## src/rtl/cpu_pkg.sv

```systemverilog
// Shared types and constants for the RV32 pipeline control logic.
package cpu_pkg;

    localparam logic [1:0] FWD_RF  = 2'd0;
    localparam logic [1:0] FWD_MEM = 2'd1;
    localparam logic [1:0] FWD_WB  = 2'd2;

    typedef enum logic {
        RUN = 1'b0,
        DIV = 1'b1
    } state_t;

endpackage

```

## src/rtl/fwd_unit.sv

```systemverilog
// Operand forwarding select for one EXE source operand; MEM beats WB, x0 never forwarded.
module fwd_unit
    import cpu_pkg::*;
(
    input  logic [4:0] exe_rs,
    input  logic [4:0] mem_rd,
    input  logic       mem_wr_en,
    input  logic [4:0] wb_rd,
    input  logic       wb_wr_en,
    output logic [1:0] sel
);

    // NOTE: default assignment first so every path drives sel and no latch is inferred.
    always_comb begin
        sel = FWD_RF;
        if (mem_wr_en && (mem_rd != 5'd0) && (mem_rd == exe_rs))
            sel = FWD_MEM;
        else if (wb_wr_en && (wb_rd != 5'd0) && (wb_rd == exe_rs))
            sel = FWD_WB;
    end

endmodule

```

## src/rtl/hazard_ctrl.sv

```systemverilog
// Hazard detection, pipeline hold/flush control, divide sequencing and perf counters
// for the 5-stage RV32 pipeline.
module hazard_ctrl
    import cpu_pkg::*;
#(
    parameter int DIV_CYCLES = 32,
    parameter int CNTW       = 32
) (
    input  logic            clk,
    input  logic            nrst,
    input  logic [4:0]      id_rsA,
    input  logic [4:0]      id_rsB,
    input  logic            id_useA,
    input  logic            id_useB,
    input  logic [4:0]      exe_rsA,
    input  logic [4:0]      exe_rsB,
    input  logic [4:0]      exe_rd,
    input  logic            exe_wr_en,
    input  logic            exe_is_load,
    input  logic            exe_is_div,
    input  logic            exe_redirect,
    input  logic [4:0]      mem_rd,
    input  logic [4:0]      wb_rd,
    input  logic            mem_wr_en,
    input  logic            wb_wr_en,
    output logic            pc_hold,
    output logic            if_id_hold,
    output logic            if_id_flush,
    output logic            id_exe_hold,
    output logic            id_exe_flush,
    output logic            exe_mem_flush,
    output logic [1:0]      fwdA,
    output logic [1:0]      fwdB,
    output logic            div_start,
    output logic            div_busy,
    output logic [CNTW-1:0] stall_cnt,
    output logic [CNTW-1:0] flush_cnt
);

    localparam int DW = $clog2(DIV_CYCLES) + 1;
    localparam logic [DW-1:0] DIV_LOAD = DW'(DIV_CYCLES - 1);

    state_t        state;
    logic [DW-1:0] div_cnt;
    logic          lu;
    logic          in_run;
    logic          in_div;
    logic          lu_stall;
    logic          redirect;
    logic          div_draining;

    fwd_unit u_fwd_a (
        .exe_rs    (exe_rsA),
        .mem_rd    (mem_rd),
        .mem_wr_en (mem_wr_en),
        .wb_rd     (wb_rd),
        .wb_wr_en  (wb_wr_en),
        .sel       (fwdA)
    );

    fwd_unit u_fwd_b (
        .exe_rs    (exe_rsB),
        .mem_rd    (mem_rd),
        .mem_wr_en (mem_wr_en),
        .wb_rd     (wb_rd),
        .wb_wr_en  (wb_wr_en),
        .sel       (fwdB)
    );

    assign lu = exe_is_load && exe_wr_en && (exe_rd != 5'd0) &&
                ((id_useA && (id_rsA == exe_rd)) || (id_useB && (id_rsB == exe_rd)));

    assign in_run = (state == RUN);
    assign in_div = (state == DIV);

    // A divide owns the pipeline; redirect in turn overrides the load-use bubble.
    assign redirect     = in_run && exe_redirect;
    assign lu_stall     = in_run && lu && !exe_redirect;
    assign div_draining = in_div && (div_cnt != '0);

    assign div_start     = in_run && exe_is_div && !exe_redirect;
    assign pc_hold       = in_div || lu_stall;
    assign if_id_hold    = in_div || lu_stall;
    assign if_id_flush   = redirect;
    assign id_exe_hold   = div_draining;
    assign id_exe_flush  = redirect || lu_stall;
    assign exe_mem_flush = div_draining;

    // NOTE: sequential state uses non-blocking assignments; reset is asynchronous active-low.
    always_ff @(posedge clk or negedge nrst) begin
        if (!nrst) begin
            state    <= RUN;
            div_cnt  <= '0;
            div_busy <= 1'b0;
        end else begin
            case (state)
                RUN: begin
                    if (div_start) begin
                        state    <= DIV;
                        div_cnt  <= DIV_LOAD;
                        div_busy <= 1'b1;
                    end
                end
                DIV: begin
                    if (div_cnt == '0) begin
                        state    <= RUN;
                        div_busy <= 1'b0;
                    end else begin
                        div_cnt <= div_cnt - 1'b1;
                    end
                end
                default: begin
                    state    <= RUN;
                    div_busy <= 1'b0;
                end
            endcase
        end
    end

    always_ff @(posedge clk or negedge nrst) begin
        if (!nrst) begin
            stall_cnt <= '0;
            flush_cnt <= '0;
        end else begin
            if (pc_hold)
                stall_cnt <= stall_cnt + CNTW'(1);
            if (if_id_flush)
                flush_cnt <= flush_cnt + CNTW'(1);
        end
    end

endmodule
```

## config.mk

```make
export PLATFORM = sky130hd
export DESIGN_NAME = hazard_ctrl
export DESIGN_NICKNAME = d
export VERILOG_FILES = /design/src/rtl/cpu_pkg.sv /design/src/rtl/fwd_unit.sv /design/src/rtl/hazard_ctrl.sv
export SDC_FILE = /design/constraint.sdc
export NUM_CORES = 1
export LEC_CHECK = 0
export BUFFER_PORTS_ARGS = -buffer_cell sky130_fd_sc_hd__buf_2
export CORE_ASPECT_RATIO = 1.2
export CORE_UTILIZATION = 36
export CTS_CLUSTER_DIAMETER = 100
export DETAILED_ROUTE_END_ITERATION = 8
export HOLD_SLACK_MARGIN = 0.03
export REMOVE_ABC_BUFFERS = 1
export SYNTH_ARGS = -nofsm -noshare
export SYNTH_HDL_FRONTEND = slang
export SYNTH_HIERARCHICAL = 1
export SYNTH_SLANG_ARGS = --single-unit
```

## constraint.sdc

```tcl
create_clock -name clk -period 2.9 [get_ports clk]
set_input_delay 0.29 -clock clk [delete_from_list [all_inputs] [get_ports clk]]
set_output_delay 0.29 -clock clk [all_outputs]
set_load 0.05 [all_outputs]
```

==> out/qor.txt, run 1 <==
# Post-CTS Setup Buffers: 0
crit path DAT: 1.82 ns
final count of negative-setup-slack endpoints: 0
Finished Core Util: 47.9%
Worst Setup Path Type: reg2out
area share of fa/ha/maj cells after synthesis: 1.31%
core area: 10200 sq um
RSZ-0062 raised after global routing: no
DR iter-0 viols: 89
hold path cells: 3
R2R Setup Slk: 0.96 ns
pre-CTS WS: 0.964 ns
min-delay worst type: in2reg
Slew @ Worst Pin: 0.700 ns
FF-to-FF End: stall_cnt[22]
synth-to-layout area growth: 27.6%
largest family of logic cells by synthesized area: simple AND/OR/NAND/NOR gates
DRC viols: 0
CTS tree: yes
H-tree levels: 3
PortBufs: 120
average cell area after synthesis: 10.7 sq um
Yosys cell types: 40
total track usage: 16.3%
placed cell count: 597
io pins: 121
final hold violation count: 0
path depth of the worst reg2reg path: 5
Peak Freq: 0.473 GHz
CTS Buf Count: 9
area fraction in and, or, nand and nor cells after synthesis: 24.9%
DIE WIDTH: 96.0 microns
GPL Wtd Cong: 0.783
DR WL/cell: 13.6 microns
max layer used: met4
Num Clock Sinks: 72
global-route wire length before repair: 13800 microns
endpoint class of the critical path: output port
Vias/cell: 4.92
first drt pass iteration count: 6
crit path max fanout: 7
CP required: 2.61 ns
xor and xnor fraction of the mapped netlist area: 21.1%
initial antenna violation count: 0
nets@finish: 532
most frequent cells in the layout: buf_2, dfrtp_1, xnor2_1
Initial Utilization: 37.5%
Die Span Y: 115 microns
CTS clk-pin slew, worst paths: 0.06 ns
share of cells above drive strength 1: 34.1%
Post-Syn Instances: 355
share of the yosys chip area belonging to registers: 47.2%
Hold Worst Slack: 0.304 ns
DR vias: 3016
WL met3: 516 microns
Max Slew Vio Count: 0
n_diodes: 0
status: completed
Final Cycle Share: 72.8%
Met1 Wirelength: 3640 microns
Met2 Wirelength: 3990 microns
Hold Crit Start: exe_is_div
Ys Warns: 6
VDD IR max: 387 uV
DRT antenna net count: 0
hold_buf cts: 1
Sum Neg Setup Slack: 0 ns
total wire length: 8360 microns
CP max stage delay: 0.45 ns
clock skew: 0.00573 ns
post-CTS resize count: 0
post-place instance area: 4570 sq um
complex-gate fraction of the synthesized area: 3.15%
Clock Latency Late Sink: 0.34 ns
FP Rows: 40
slowest CP cell: dfrtp_1
die area: 11000 sq um
clk buf depth: 2
startpoint types: flip-flop
largest net degree at the start of global routing: 44
grt ovf: 0
FF-to-FF Start: stall_cnt[2]
Min Clock Period, post-route: 2.11 ns
Power Total: 3.52 mW
final setup margin: 0.788 ns
post-synthesis mux area share: 0.590%
Leakage: 2.47 nW
post-route cell area: 4870 sq um
number of synthesized register bits: 72
# fillers: 951
vias in the first global route: 3038
Max Cap Viol: 0
fin cells: 613
pwr/cell area: 722 nW/um^2
critical-path cell list: nor2_1 -> nand3_1 -> a21oi_1 -> a21oi_4 -> inv_1 -> buf_2
Worst slew margin: 53.3%
clk root buf: clkbuf_16
DP HPWL: 6440 microns
Synth Cell Area: 3810 sq um
Hold Crit Endpoint: div_cnt[2]
most common cell after layout, fill and taps aside: buf_2
==> cell type report <==
class                      count  area (sq um)  area share (%)
clock buffer                   9           225            4.63
clock inverter                 6          61.3            1.26
inverter                       6          22.5           0.463
multi-input combinational    270          1950            40.1
sequential                    72          1800            37.0
tap                          126           158            3.24
timing repair buffer         124           646            13.3
==> metal layers <==
| metal | track usage [%] | vias to the layer above |
|---|---|---|
| met1 | 19.4 | 1430 |
| li1 | - | 1478 |
| met5 | 0 | - |
| met2 | 27.2 | 93 |
| met4 | 9.45 | 0 |
| met3 | 3.17 | 15 |
==> cells by family after synthesis <==
| kind of cell | Yosys count |
|---|---|
| buf+inv | 13 |
| flops | 72 |
| fa+ha+maj | 4 |
| mux | 2 |
| simple gates | 159 |
| xor+xnor | 92 |
| compound gates | 13 |
==> where the power goes <==
part	internal, mW	switching (mW)	leakage [nW]	total [mW]
Sequential	1.14	0.159	0.959	1.30
Clock	0.657	0.417	0.141	1.07
Combinational	0.331	0.806	1.37	1.14
Total	2.13	1.38	2.47	3.52
==> registers in the layout, indices dropped and copies added, names as in the netlist <==
signal	cells
stall_cnt	32
div_cnt	6
div_busy	1
flush_cnt	32
in_div	1
==> how the worst max path moves through the flow <==
stage	start	depth (start not counted)	end
6_report	in_div	6	pc_hold
5_1_grt	in_div	6	pc_hold
4_1_cts	in_div	6	pc_hold
3_5_place_dp	stall_cnt[2]	5	stall_cnt[22]
3_3_place_gp	in_div	7	stall_cnt[22]
2_1_floorplan	div_cnt[0]	7	div_cnt[5]
==> synthesized netlist by cell type, drive strengths merged <==
library cell / number / area, sq um
nor2: 21 / 78.8
a21boi: 1 / 7.51
a21oi: 5 / 28.8
and3b: 1 / 8.76
nor3b: 3 / 22.5
inv: 6 / 22.5
mux2: 2 / 22.5
xor2: 44 / 385
dfrtp: 72 / 1800
and4: 4 / 37.5
and2: 3 / 18.8
nand2b: 2 / 12.5
nor3: 20 / 115
nor2b: 3 / 18.8
o41ai: 2 / 32.5
clkbuf: 2 / 7.51
nand2: 40 / 150
o22ai: 1 / 12.5
nor4: 13 / 153
nand3: 26 / 130
buf: 5 / 36.3
nand4: 14 / 115
and3: 3 / 18.8
a31oi: 1 / 6.26
ha: 4 / 50.1
a21o: 1 / 7.51
or3: 1 / 6.26
nor4b: 5 / 62.6
a211oi: 2 / 25.0
xnor2: 48 / 420
==> worst max-delay path, delay by kind of cell (launching register included) <==
family	cells	cell delay, ns
DFF	1	0.45
buffers and inverters	2	0.38
and+or+nand+nor	2	0.25
AOI/OAI and AO/OA	2	0.39
(Power assumes the default switching activity.)
==> inputs of run 2 (changes only) <==
Clock period 2.9 ns to 2.2 ns, I/O delays scaled along.
==> out/qor.txt, run 2 (synthesized netlist as in run 1, its figures left out) <==
final hold violation count: 0 (unchanged)
clock skew: 0.00341 ns (-0.00232 ns)
first drt pass iteration count: 4 (-2)
Die Span Y: 115 microns (unchanged)
CTS Buf Count: 9 (unchanged)
Register Area: 1800 sq um (unchanged)
Vias/cell: 4.91 (-0.29%)
Final Cycle Share: 94.0%
DIE WIDTH: 96.0 microns (unchanged)
most frequent cells in the layout: buf_2, dfrtp_1, xnor2_1
die area: 11000 sq um (unchanged)
Worst Setup Path Type: reg2out
Leakage: 2.47 nW (about the same)
final setup margin: 0.132 ns (-0.656 ns)
core area: 10200 sq um (unchanged)
DR WL/cell: 13.4 microns (-1.4%)
Max Cap Viol: 0 (unchanged)
Peak Freq: 0.484 GHz
initial antenna violation count: 0 (unchanged)
clk root buf: clkbuf_16
pre-CTS WS: 0.274 ns (-0.690 ns)
Top Registers: flush_cnt (32), stall_cnt (32), div_cnt (6)
crit path DAT: 1.85 ns (+0.03 ns)
CP required: 1.98 ns (-0.63 ns)
post-place instance area: 4600 sq um (+0.60%)
io pins: 121 (unchanged)
nets@finish: 534 (+0.38%)
DP HPWL: 6310 microns (-1.9%)
VDD IR max: 435 uV (+12%)
Multi-input gate area: 1960 sq um (+0.19%)
Slew @ Worst Pin: 0.411 ns (-0.289 ns)
synth-to-layout area growth: 27.9%
DRC viols: 0 (unchanged)
status: completed
Worst slew margin: 72.4% (+19 points)
final count of negative-setup-slack endpoints: 0 (unchanged)
total track usage: 16.0% (-0.30 points)
Finished Core Util: 48.0% (+0.11 points)
global-route wire length before repair: 13600 microns (-2.0%)
GPL Wtd Cong: 0.803 (+2.6%)
endpoint class of the critical path: output port
post-route cell area: 4880 sq um (+0.23%)
# fillers: 958 (+0.74%)
total wire length: 8280 microns (-0.95%)
n_diodes: 0 (unchanged)
Power Total: 4.55 mW (+29%)
largest net degree at the start of global routing: 73 (+66%)
crit path max fanout: 33 (+26)
DR vias: 3022 (+0.20%)
startpoint types: flip-flop
DRT antenna net count: 0 (unchanged)
Min Clock Period, post-route: 2.07 ns
share of cells above drive strength 1: 33.5% (-0.62 points)
vias in the first global route: 2867 (-5.6%)
most common cell after layout, fill and taps aside: buf_2
Max Slew Vio Count: 0 (unchanged)
CTS clk-pin slew, worst paths: 0.05 ns (about the same)
grt ovf: 0 (unchanged)
CTS tree: yes
DR iter-0 viols: 112 (+26%)
pwr/cell area: 933 nW/um^2 (+29%)
Clock Latency Late Sink: 0.33 ns (about the same)
PortBufs: 120 (unchanged)
H-tree levels: 3 (unchanged)
FP Rows: 40 (unchanged)
Initial Utilization: 37.5% (unchanged)
min-delay worst type: in2reg
Num Clock Sinks: 72 (unchanged)
clk buf depth: 2 (unchanged)
==> run 2: cell type report <==
class	count	area share, %
Multi-Input combinational cell	270	40.1
Sequential cell	72	36.9
Timing Repair Buffer	126	13.9
Clock buffer	16	5.36
Tap cell	126	3.23
Inverter	6	0.462
==> run 2: critical path, stage by stage (launching register included) <==
cell      delay (ns)
dfrtp_1         0.46
nor2_1          0.19
nand3_1         0.11
a21oi_2         0.18
a21oi_4         0.09
buf_12          0.18
inv_1           0.08
clkbuf_4        0.22
==> run 2: per-stage QoR <==
| step | TNS (ns) | hold WS, ns | cells |
|---|---|---|---|
| after floorplan | -5.38 | -0.0756 | 348 |
| after CTS | 0 | 0.237 | 616 |
| final | 0 | 0.252 | 616 |
| after detailed placement | 0 | 0.280 | 599 |
| after global routing | -0.0165 | 0.283 | 616 |
| after global placement | 0 | 0.283 | 599 |
==> run 2: final timing paths <==
check                         startpoint            end  depth (start not counted)  slack [ns]
hold reg to reg            flush_cnt[31]  flush_cnt[31]                          1        0.46
setup reg to reg                  in_div  flush_cnt[28]                          6        0.35
setup / recovery                  in_div     if_id_hold                          7        0.13
hold / removal                exe_is_div     div_cnt[4]                          3        0.25
max in group asynchronous           nrst  stall_cnt[22]                          3        1.43
min in group asynchronous           nrst  flush_cnt[14]                          3        0.46
==> run 2: routing by layer <==
layer	part of all wire [%]	up-vias	track usage, %	wire length, microns
met1	44	1439	20.0	3650
li1	-	1484	-	-
met2	48	88	25.6	3950
met4	2.5	0	8.66	204
met5	0	-	0	0
met3	5.8	11	3.64	479
==> run 2: power breakdown <==
group          internal, mW  total, mW  switching [mW]
clock                 0.796       1.30           0.501
combinational         0.466       1.54            1.07
sequential             1.51       1.72           0.208
total                  2.77       4.55            1.78
==> run 2: timing repair <==
item / 4_1_cts / 5_1_grt
setup buffers: 0 / 0
gates resized for setup: 0 / 3
hold buffers: 1 / 0
endpoints found under the hold margin: 72 / 0
setup endpoints to repair: 0 / 2
==> inputs of run 3 (changes only) <==
Settings changed: REMOVE_ABC_BUFFERS 1 to default.
==> out/qor.txt, run 3 (synthesized netlist as in run 1, its figures left out) <==
DR WL/cell: 13.7 microns (+1.9%)
total track usage: 16.2% (+0.23 points)
Met1 Wirelength: 3630 microns (-0.60%)
syn_nets: 404
fin cells: 616 (unchanged)
vias in the first global route: 3054 (+6.5%)
H-tree levels: 3 (unchanged)
Worst slew margin: 66.1% (-6.3 points)
nets@finish: 534 (unchanged)
most frequent cells in the layout: buf_2, dfrtp_1, xnor2_1
Die Span Y: 115 microns (unchanged)
Initial Utilization: 37.5% (unchanged)
Slew @ Worst Pin: 0.504 ns (+0.0928 ns)
startpoint types: flip-flop
Sum Neg Setup Slack: 0 ns (unchanged)
n_diodes: 0 (unchanged)
placed cell count: 599 (unchanged)
Min Clock Period, post-route: 2.01 ns (-0.0542 ns)
die area: 11000 sq um (unchanged)
final hold violation count: 0 (unchanged)
Met2 Wirelength: 4260 microns (+8.1%)
DR iter-0 viols: 112 (unchanged)
GPL Wtd Cong: 0.843 (+4.9%)
first drt pass iteration count: 4 (unchanged)
DRC viols: 0 (unchanged)
share of cells above drive strength 1: 34.7% (+1.2 points)
CTS tree: yes
clock skew: 0.00521 ns (+0.00180 ns)
crit path DAT: 1.79 ns (-0.06 ns)
CP required: 1.98 ns (about the same)
initial antenna violation count: 0 (unchanged)
Clock Latency Late Sink: 0.32 ns (about the same)
Max Cap Viol: 0 (unchanged)
grt ovf: 0 (unchanged)
Max Slew Vio Count: 0 (unchanged)
core area: 10200 sq um (unchanged)
RSZ-0062 raised after global routing: no
min-delay worst type: in2reg
hold path cells: 3 (unchanged)
CTS Buf Count: 9 (unchanged)
FF-to-FF Start: in_div
clk buf depth: 2 (unchanged)
max layer used: met4
VDD IR max: 1020 uV (+130%)
DP HPWL: 6360 microns (+0.76%)
status: completed
most common cell after layout, fill and taps aside: buf_2
PortBufs: 120 (unchanged)
global-route wire length before repair: 13900 microns (+2.4%)
crit path max fanout: 33 (unchanged)
WL met3: 444 microns (-7.3%)
io pins: 121 (unchanged)
FF-to-FF End: flush_cnt[26]
largest net degree at the start of global routing: 73 (unchanged)
clk root buf: clkbuf_16
Leakage: 2.50 nW (+1.4%)
Hold Crit Endpoint: div_busy
DR vias: 3029 (+0.23%)
path depth of the worst reg2reg path: 6 (unchanged)
Hold Crit Start: exe_is_div
CTS clk-pin slew, worst paths: 0.06 ns (about the same)
Final Cycle Share: 91.5% (-2.5 points)
DIE WIDTH: 96.0 microns (unchanged)
DRT antenna net count: 0 (unchanged)
Peak Freq: 0.497 GHz (+2.7%)
R2R Setup Slk: 0.43 ns (+0.08 ns)
Worst Setup Path Type: reg2out
# fillers: 948 (-1.0%)
FP Rows: 40 (unchanged)
synth-to-layout area growth: 29.8%
Top Registers: flush_cnt (32), stall_cnt (32), div_cnt (6)
pwr/cell area: 979 nW/um^2 (+4.9%)
Vias/cell: 4.92 (+0.23%)
Num Clock Sinks: 72 (unchanged)
final count of negative-setup-slack endpoints: 0 (unchanged)
endpoint class of the critical path: output port
total wire length: 8440 microns (+1.9%)
-- run 3: how the worst max path moves through the flow --
stage	slack (ns)	start	end	cells after the start
5_1_grt	0.06	in_div	if_id_hold	7
2_1_floorplan	0.17	div_cnt[0]	div_cnt[5]	7
3_3_place_gp	0.44	in_div	flush_cnt[28]	6
3_5_place_dp	0.32	in_div	stall_cnt[9]	7
4_1_cts	0.07	in_div	if_id_hold	7
6_report	0.19	in_div	if_id_hold	7
-- run 3: metal layers --
metal	GRT usage [%]	up-vias
met2	27.8	74
met4	6.27	0
li1	-	1481
met5	0	-
met3	4.43	10
met1	19.2	1464
-- run 3: repair_timing --
action	in CTS	in global routing
gates resized for setup	0	1
hold endpoints to repair	72	0
hold buffers	1	0
setup buffers	0	0
setup endpoints to repair	0	2
-- run 3: per-stage QoR --
stage	instance area (sq um)	total power [mW]	hold slack (ns)	util, %	worst slack [ns]
6_report	4950	4.85	0.243	48.8	0.186
5_1_grt	4950	5.10	0.289	48.8	0.0610
4_1_cts	4950	4.90	0.248	48.7	0.0684
3_5_place_dp	4600	3.25	0.288	45.3	0.317
3_3_place_gp	4600	3.22	0.286	45.3	0.441
2_1_floorplan	3820	2.85	-0.0756	-	0.170
-- run 3: critical path, cell delays in order (launching register included) --
cell and delay, ns:
dfrtp_1 0.40, nor2_1 0.17, nand3_1 0.11, a21oi_2 0.18
a21oi_4 0.09, buf_12 0.18, inv_1 0.07, buf_2 0.25
-- run 3: power by group --
| part | internal, mW | total, mW | switching, mW |
|---|---|---|---|
| clock | 1.10 | 1.63 | 0.532 |
| combinational | 0.460 | 1.51 | 1.05 |
| sequential | 1.51 | 1.71 | 0.196 |
-- run 3: area by class of cell --
type | count | area (sq um) | area share (%)
Clock buffer | 10 | 229 | 4.62
Clock inverter | 6 | 108 | 2.17
Inverter | 6 | 22.5 | 0.455
Multi-Input combinational cell | 270 | 1960 | 39.6
Sequential cell | 72 | 1800 | 36.4
Tap cell | 126 | 158 | 3.18
Timing Repair Buffer | 126 | 673 | 13.6
